[config.mk]
export PLATFORM = sky130hd
export DESIGN_NAME = seq_decoder
export DESIGN_NICKNAME = d
export VERILOG_FILES = /design/src/rtl/seq_decoder_pkg.sv /design/src/rtl/onehot_therm_dec.sv /design/src/rtl/seq_decoder.sv
export SDC_FILE = /design/constraint.sdc
export NUM_CORES = 1
export LEC_CHECK = 0
export BUFFER_PORTS_ARGS = -buffer_cell sky130_fd_sc_hd__buf_2
export CAP_MARGIN = 10
export CORE_MARGIN = 2
export CORE_UTILIZATION = 55
export CTS_BUF_LIST = sky130_fd_sc_hd__clkbuf_2 sky130_fd_sc_hd__clkbuf_4 sky130_fd_sc_hd__clkbuf_8
export DETAILED_ROUTE_END_ITERATION = 10
export PLACE_DENSITY = 0.83
export SYNTH_ARGS = -nofsm -noshare
export SYNTH_HDL_FRONTEND = slang
export SYNTH_HIERARCHICAL = 1
export SYNTH_SLANG_ARGS = --single-unit
[constraint.sdc]
create_clock -name clk -period 1.76 [get_ports clk]
set_clock_uncertainty 0.15 [all_clocks]
set_input_delay 0.088 -clock clk [delete_from_list [all_inputs] [get_ports clk]]
set_output_delay 0.088 -clock clk [all_outputs]
set_load 0.01 [all_outputs]
[src/rtl/seq_decoder_pkg.sv]
// Shared types and helpers for the registered sequencing decoder.
//   mode_e  : command mode encoding carried on the 2-bit mode port
//   state_e : controller states of seq_decoder
//   out_w() : decoded output width for a given select width
package seq_decoder_pkg;

  typedef enum logic [1:0] {
    MODE_ONEHOT = 2'b00,
    MODE_THERM  = 2'b01,
    MODE_PULSE  = 2'b10,
    MODE_SCAN   = 2'b11
  } mode_e;

  typedef enum logic [1:0] {
    ST_IDLE,
    ST_HOLD,
    ST_PULSE,
    ST_SCAN
  } state_e;

  function automatic int unsigned out_w(input int unsigned sel_w);
    return 32'd1 << sel_w;
  endfunction

endpackage

[src/rtl/onehot_therm_dec.sv]
// Combinational select decoder producing both one-hot and thermometer codes.
//   sel    : select index (SEL_W bits)
//   onehot : bit sel set, all others clear
//   therm  : bits [sel:0] set, all others clear
module onehot_therm_dec
  import seq_decoder_pkg::*;
#(
  parameter int unsigned SEL_W = 3,
  localparam int unsigned OUT_W = out_w(SEL_W)
) (
  input  logic [SEL_W-1:0] sel,
  output logic [OUT_W-1:0] onehot,
  output logic [OUT_W-1:0] therm
);

  always_comb begin
    onehot = '0;
    therm  = '0;
    for (int unsigned i = 0; i < OUT_W; i++) begin
      onehot[i] = (32'(sel) == i);
      therm[i]  = (i <= 32'(sel));
    end
  end

endmodule

[src/rtl/seq_decoder.sv]
// Registered select decoder with command handshake and four output modes
// (one-hot hold, thermometer hold, timed pulse, rotating scan).
//   clk, rst  : clock, synchronous active-high reset
//   en        : global enable; low clears d and returns to idle
//   in_valid  : command present; in_ready : command can be accepted
//   sel, mode : command select index and output mode
//   d         : registered decoded output
//   d_strobe  : one-cycle pulse when d takes a new non-zero value
//   busy      : pulse or scan in progress
module seq_decoder
  import seq_decoder_pkg::*;
#(
  parameter int unsigned SEL_W     = 3,
  parameter int unsigned PULSE_LEN = 4,
  parameter int unsigned SCAN_DIV  = 8,
  localparam int unsigned OUT_W = out_w(SEL_W)
) (
  input  logic             clk,
  input  logic             rst,
  input  logic             en,
  input  logic             in_valid,
  output logic             in_ready,
  input  logic [SEL_W-1:0] sel,
  input  logic [1:0]       mode,
  output logic [OUT_W-1:0] d,
  output logic             d_strobe,
  output logic             busy
);

  localparam int unsigned CNT_MAX = (PULSE_LEN > SCAN_DIV) ? PULSE_LEN : SCAN_DIV;
  localparam int unsigned CNT_W   = ($clog2(CNT_MAX) < 1) ? 1 : $clog2(CNT_MAX);

  state_e           state, state_nx;
  logic [CNT_W-1:0] cnt, cnt_nx;
  logic [OUT_W-1:0] d_nx;
  logic             strobe_nx;
  logic [OUT_W-1:0] onehot, therm;
  logic             accept;

  onehot_therm_dec #(
    .SEL_W (SEL_W)
  ) u_dec (
    .sel    (sel),
    .onehot (onehot),
    .therm  (therm)
  );

  assign in_ready = en && (state != ST_PULSE);
  assign busy     = (state == ST_PULSE) || (state == ST_SCAN);
  assign accept   = in_valid && in_ready;

  always_comb begin
    state_nx  = state;
    d_nx      = d;
    cnt_nx    = cnt;
    strobe_nx = 1'b0;
    if (!en) begin
      state_nx = ST_IDLE;
      d_nx     = '0;
      cnt_nx   = '0;
    end else if (accept) begin
      // An accepted command replaces hold/scan on the same edge.
      strobe_nx = 1'b1;
      cnt_nx    = '0;
      case (mode_e'(mode))
        MODE_ONEHOT: begin
          d_nx     = onehot;
          state_nx = ST_HOLD;
        end
        MODE_THERM: begin
          d_nx     = therm;
          state_nx = ST_HOLD;
        end
        MODE_PULSE: begin
          d_nx     = onehot;
          cnt_nx   = CNT_W'(PULSE_LEN - 1);
          state_nx = ST_PULSE;
        end
        MODE_SCAN: begin
          d_nx     = onehot;
          cnt_nx   = CNT_W'(SCAN_DIV - 1);
          state_nx = ST_SCAN;
        end
      endcase
    end else begin
      case (state)
        ST_PULSE: begin
          if (cnt == '0) begin
            d_nx     = '0;
            state_nx = ST_IDLE;
          end else begin
            cnt_nx = cnt - CNT_W'(1);
          end
        end
        ST_SCAN: begin
          if (cnt == '0) begin
            d_nx      = {d[OUT_W-2:0], d[OUT_W-1]};
            cnt_nx    = CNT_W'(SCAN_DIV - 1);
            strobe_nx = 1'b1;
          end else begin
            cnt_nx = cnt - CNT_W'(1);
          end
        end
        default: ;
      endcase
    end
  end

  always_ff @(posedge clk) begin
    if (rst) begin
      state    <= ST_IDLE;
      d        <= '0;
      d_strobe <= 1'b0;
      cnt      <= '0;
    end else begin
      state    <= state_nx;
      d        <= d_nx;
      d_strobe <= strobe_nx;
      cnt      <= cnt_nx;
    end
  end

endmodule

### After elaboration in Yosys (flattened, before gate mapping)

Index checks and enable logic that the tools add are counted.

| operators by class | value |
|---|---|
| add/sub/neg operators | 1 |
| $lt $le $gt $ge | 7 |
| equal/unequal tests | 16 |
| mux-type cells | 17 |
| bitwise operators | 1 |
| reductions and logical operators | 15 |

Operator list:

| cell | number |
|---|---|
| one-hot mux 8 bit (2 select lines) | 2 |
| two-way mux 8 bit | 3 |
| equality test 3 bit, second input constant | 4 |
| less-or-equal comparator 3 bit, first input constant | 4 |
| one-hot mux 3 bit (2 select lines) | 2 |
| two-way mux 3 bit | 3 |
| equality test 2 bit, second input constant | 4 |
| equality test 3 x 2 -> 1 bit, second input constant | 2 |
| less-or-equal comparator 2 x 3 -> 1 bit, first input constant | 2 |
| logical NOT 3 bit | 2 |
| two-way mux 2 bit | 3 |
| != test 3 x 2 -> 1 bit, second input constant | 2 |
| one-hot mux 2 bit (3 select lines) | 1 |
| AND reduction 2 bit | 2 |
| nonzero test 2 bit | 2 |
| OR reduction 2 bit | 2 |
| equality test 3 x 1 -> 1 bit, second input constant | 1 |
| less-or-equal comparator 1 x 3 -> 1 bit, first input constant | 1 |
| two-way mux 1 bit | 3 |
| != test 3 bit, second input constant | 1 |
| AND reduction 3 bit | 1 |
| nonzero test 3 bit | 1 |
| OR reduction 3 bit | 1 |
| subtractor 3 x 1 -> 3 bit, second input constant | 1 |
| other kinds (6) | 7 |

| storage, ports and cells | value |
|---|---|
| bits in registers | 14 |
| input port bits | 9 |
| output and inout bits | 11 |
| logic and storage cells | 61 |

### Longest topological paths before layout

| logic depth | value |
|---|---|
| depth after elaboration | 5 |
| gate-level depth with buffers | 6 |
| depth with buffers taken out | 6 |

### Modules after synthesis

Netlist, hierarchy kept.

Modules (own cells, without submodules):

| module | times used | cells each | area an instance (µm²) | sequential area each (µm²) |
|---|---|---|---|---|
| seq_decoder | 1 | 87 | 743.2 | 280.3 |
| onehot_therm_dec | 1 | 20 | 153.9 | 0.0 |

### Worst setup path before layout

OpenSTA, ideal clock, no wires.

| timing path | value |
|---|---|
| path type | register -> register |
| start point | register cnt[0] |
| end point | register cnt[2] |
| setup time | 0.074 ns |
| arrival time | 1.406 ns |
| data required time | 1.536 ns |
| setup slack | 0.130 ns |
| cell stages (with the launch flop) | 7 |
| path buffers | 0 |
| clock period less this slack | 1.630 ns |
| cell sequence | dfxtp_1 inv_1 ha_1 inv_1 o32ai_1 or4_1 a31oi_1 |

| on the way | value |
|---|---|
| longest elaborated chain between the ends | 4 |
| elaborated cells on any way between the ends | 8 |
| those cells by class | add/sub: 1; eq/ne: 1; mux: 4; reduce/logical: 2 |

RTL lines:

| element | RTL line | source |
|---|---|---|
| from (decl) | seq_decoder.sv:34 | `logic [CNT_W-1:0] cnt, cnt_nx;` |
| from (signal assigned) | seq_decoder.sv:119 | `cnt <= cnt_nx;` |
| subtractor 3 x 1 -> 3 bit or logical NOT 3 bit (tied branches) | - |  |
| two-way mux 3 bit, on equally long branches | seq_decoder.sv:96, seq_decoder.sv:88 |  |
| one-hot mux 3 bit (2 select lines) | seq_decoder.sv:86 | `case (state)` |
| two-way mux 3 bit | seq_decoder.sv:61 | `end else if (accept) begin` |

Parallel ways exist; a longest one is shown, timed or not. The select of a mux whose other input is x is not followed.
A chain may end at the register's enable or synchronous reset.

### Worst setup path after layout

Same ends and word-level chain as after synthesis.

==> impl_metrics.env <==
export IMPL_status="complete, no violations"
export IMPL_relSlewSlack=0.660
export IMPL_syn_avg_cell_area_um2=8.38
export IMPL_start_util=0.589
export IMPL_grtUsageMet3=0.0531
export IMPL_fmax_mhz=600
export IMPL_path_buf_inv=2
export IMPL_dp_hpwl_mm=1.40
export IMPL_nNetsFinal=142
export IMPL_routed_wl_mm=1.92
export IMPL_grt_util_met2=0.350
export IMPL_fin_area_um2=1070
export IMPL_irDropWorstVdd_mv=0.585
export IMPL_period_needed_ns=1.67
export IMPL_synth_edff_count=0
export IMPL_power_internal_uw=517
export IMPL_tns_ns=0
export IMPL_path_max_fanout=4
export IMPL_r2r_cells=6
export IMPL_seqPwrFrac=0.469
export IMPL_cts_sinks=14
export IMPL_crit_slowest_cell="or4_1"
export IMPL_grt_pass1_wl_mm=3.14
export IMPL_worst_pin_slew_ns=0.509
export IMPL_die_area_um2=1970
export IMPL_min_path_type="in2reg"
export IMPL_maxSlewViolCount=0
export IMPL_cts_htree_levels=1
export IMPL_drc=0
export IMPL_routed_via_density=5.73
export IMPL_clk_latency_ns=0.29
export IMPL_grt_use_met1=0.279
export IMPL_finalSetupViolCount=0
export IMPL_grt_busiest_layer="met2"
export IMPL_synth_seq_area_share=0.312
export IMPL_ant_nets=0
export IMPL_required_ns=1.83
export IMPL_synth_async_reset_ratio=0
export IMPL_antenna_cells=0
export IMPL_r2r_end="cnt[2]"
export IMPL_total_leakage_power_uw=0.000458
export IMPL_core_area_um2=1520
export IMPL_maxCapViolCount=0
export IMPL_cp_end_kind="flip-flop"
export IMPL_die_x_um=44.4
export IMPL_synth_nets=118
export IMPL_cts_root_buffer="clkbuf_4"
export IMPL_cts_buffer_depth=2
export IMPL_ios=20
export IMPL_hold_start="in_valid"
export IMPL_netSwitchingFraction=0.265
export IMPL_drt_initial_drc_count=23
export IMPL_track_usage=0.221
export IMPL_p_clk_frac=0.340
export IMPL_rrSetupSlack_ns=0.09
export IMPL_critPathLaunchType="flip-flop"
export IMPL_grt_overflow=0
export IMPL_ys_flop_type="dfxtp_1"
export IMPL_syn_instance_count=107
export IMPL_cp_slowest_stage_delay_ns=0.47
export IMPL_wl_per_cell_um=13.2
export IMPL_pwr_density_cell_nw_per_um2=655
export IMPL_layout_drive_gt1_share=0.354
export IMPL_numCtsBuffers=3
export IMPL_cp_cell_sequence="inv_1, ha_1, inv_1, o32ai_1, or4_1, a31oi_1"
export IMPL_place_area_um2=1010
export IMPL_holdPathEnd="state[1]"
export IMPL_layout_commonest_cell="buf_2"
export IMPL_p_switching_uw=186
export IMPL_r2r_start="cnt[0]"
export IMPL_yosys_warnings=6
export IMPL_cts_tree="built"
export IMPL_power_frac_comb=0.191
export IMPL_critPathKind="reg2reg"
export IMPL_drt_pass1_iter_count=4
export IMPL_grt_pass1_vias=750
export IMPL_gp_congestion=0.809
export IMPL_cp_arrival_ns=1.74
export IMPL_num_rows=14
export IMPL_syn_cell_area_um2=897
export IMPL_antenna_found_initial=0
export IMPL_critPathTopFamily="simple AND/OR/NAND/NOR gates"
export IMPL_grt_max_degree=15
export IMPL_clk_pin_slew_worst_paths_ns=0.09
export IMPL_hold_violations=0
export IMPL_synth_cell_types=36
export IMPL_rsz0062_at_grt="no"
export IMPL_synth_seq_cells=14
export IMPL_vias=836
export IMPL_cp_common_cell="inv_1"
export IMPL_portBuffers=19
export IMPL_die_y_um=44.4
export IMPL_layout_common_cells="buf_2, nand2_1, dfxtp_1"
export IMPL_crit_start="cnt[0]"
export IMPL_holdPathStages=4
export IMPL_syn2layout_area_growth_pct=19.7
export IMPL_period_share=0.947
## worst max path at each step
stage / depth (start not counted) / slack, ns / endpoint
2_1_floorplan: 6 / 0.13 / cnt[2]
3_3_place_gp: 6 / 0.17 / cnt[2]
3_5_place_dp: 6 / 0.11 / cnt[2]
4_1_cts: 7 / 0.09 / d[7]
5_1_grt: 6 / 0.01 / cnt[2]
6_report: 6 / 0.09 / cnt[2]
## tightest hold or removal path: cells and delay by family
family / cells / cell delay (ns)
simple gates: 3 / 0.30
buf+inv: 1 / 0.10
## Yosys cell counts, types with 2 or more instances
cell,n,area share
nand2_1,13,0.054
a21oi_1,12,0.067
nand3_1,2,0.011
a311o_1,2,0.022
buf_4,4,0.033
mux2_2,8,0.10
clkbuf_1,4,0.017
nor3b_2,2,0.028
nor3_1,3,0.017
dfxtp_1,14,0.31
inv_1,5,0.021
and3b_1,2,0.020
nor2_1,2,0.0084
and2_1,3,0.021
a31oi_1,2,0.014
a22oi_1,8,0.067
ha_1,2,0.028
## sequential cells by signal, summed over array words and instances, names as in the netlist
| signal | cells |
|---|---|
| cnt | 3 |
| d | 8 |
| d_strobe | 1 |
| state | 2 |
## power by group through the flow
| stage | clock [uW] | combinational, uW | sequential (uW) |
|---|---|---|---|
| 6_report | 239 | 134 | 330 |
| 3_5_place_dp | 0 | 129 | 337 |
| 2_1_floorplan | 0 | 91.6 | 338 |
| 3_3_place_gp | 0 | 124 | 336 |
| 4_1_cts | 240 | 133 | 329 |
| 5_1_grt | 243 | 149 | 331 |
## layer usage
layer	part of all wire	vias to the layer above	wire [um]
li1	-	428	-
met1	0.45	381	872
met2	0.48	22	927
met3	0.045	5	86
met4	0.018	0	35
met5	0	-	0
## area by class of cell
class / count / area, um2
well taps: 16 / 20.0
fillers: 133 / 450
clock buffers: 4 / 36.3
inverters: 5 / 18.8
repair buffers: 29 / 175
multi-input cells: 78 / 542
flip-flops and latches: 14 / 282
## logic make-up after synthesis
| group | count (synthesis) | synth area share |
|---|---|---|
| other | 1 | 0.00418 |
| buffers and inverters | 15 | 0.0893 |
| multiplexers | 8 | 0.100 |
| AO/OA/AOI/OAI | 29 | 0.216 |
| flip-flops | 14 | 0.312 |
| AND/OR/NAND/NOR | 38 | 0.250 |
| adder cells (fa/ha/maj) | 2 | 0.0279 |
## repair_timing
item / CTS / global route
gates resized for setup: 0 / 2
buffers inserted: 0 / 0
hold buffers: 2 / 0
setup endpoints to repair: 0 / 2
endpoints found under the hold margin: 2 / 0
## stage by stage
stage / power, uW / util / setup slack (ns) / instances / hold slack, ns
final: 703 / 0.704 / 0.0931 / 146 / 0.0948
after global routing: 722 / 0.704 / 0.0109 / 146 / 0.121
after CTS: 702 / 0.700 / 0.0937 / 146 / 0.0979
after detailed placement: 465 / 0.663 / 0.106 / 140 / 0.205
after global placement: 460 / 0.663 / 0.168 / 140 / 0.199
after floorplan: 430 / - / 0.130 / 107 / 0.0468
No activity file was read; power rests on OpenSTA's default activity.
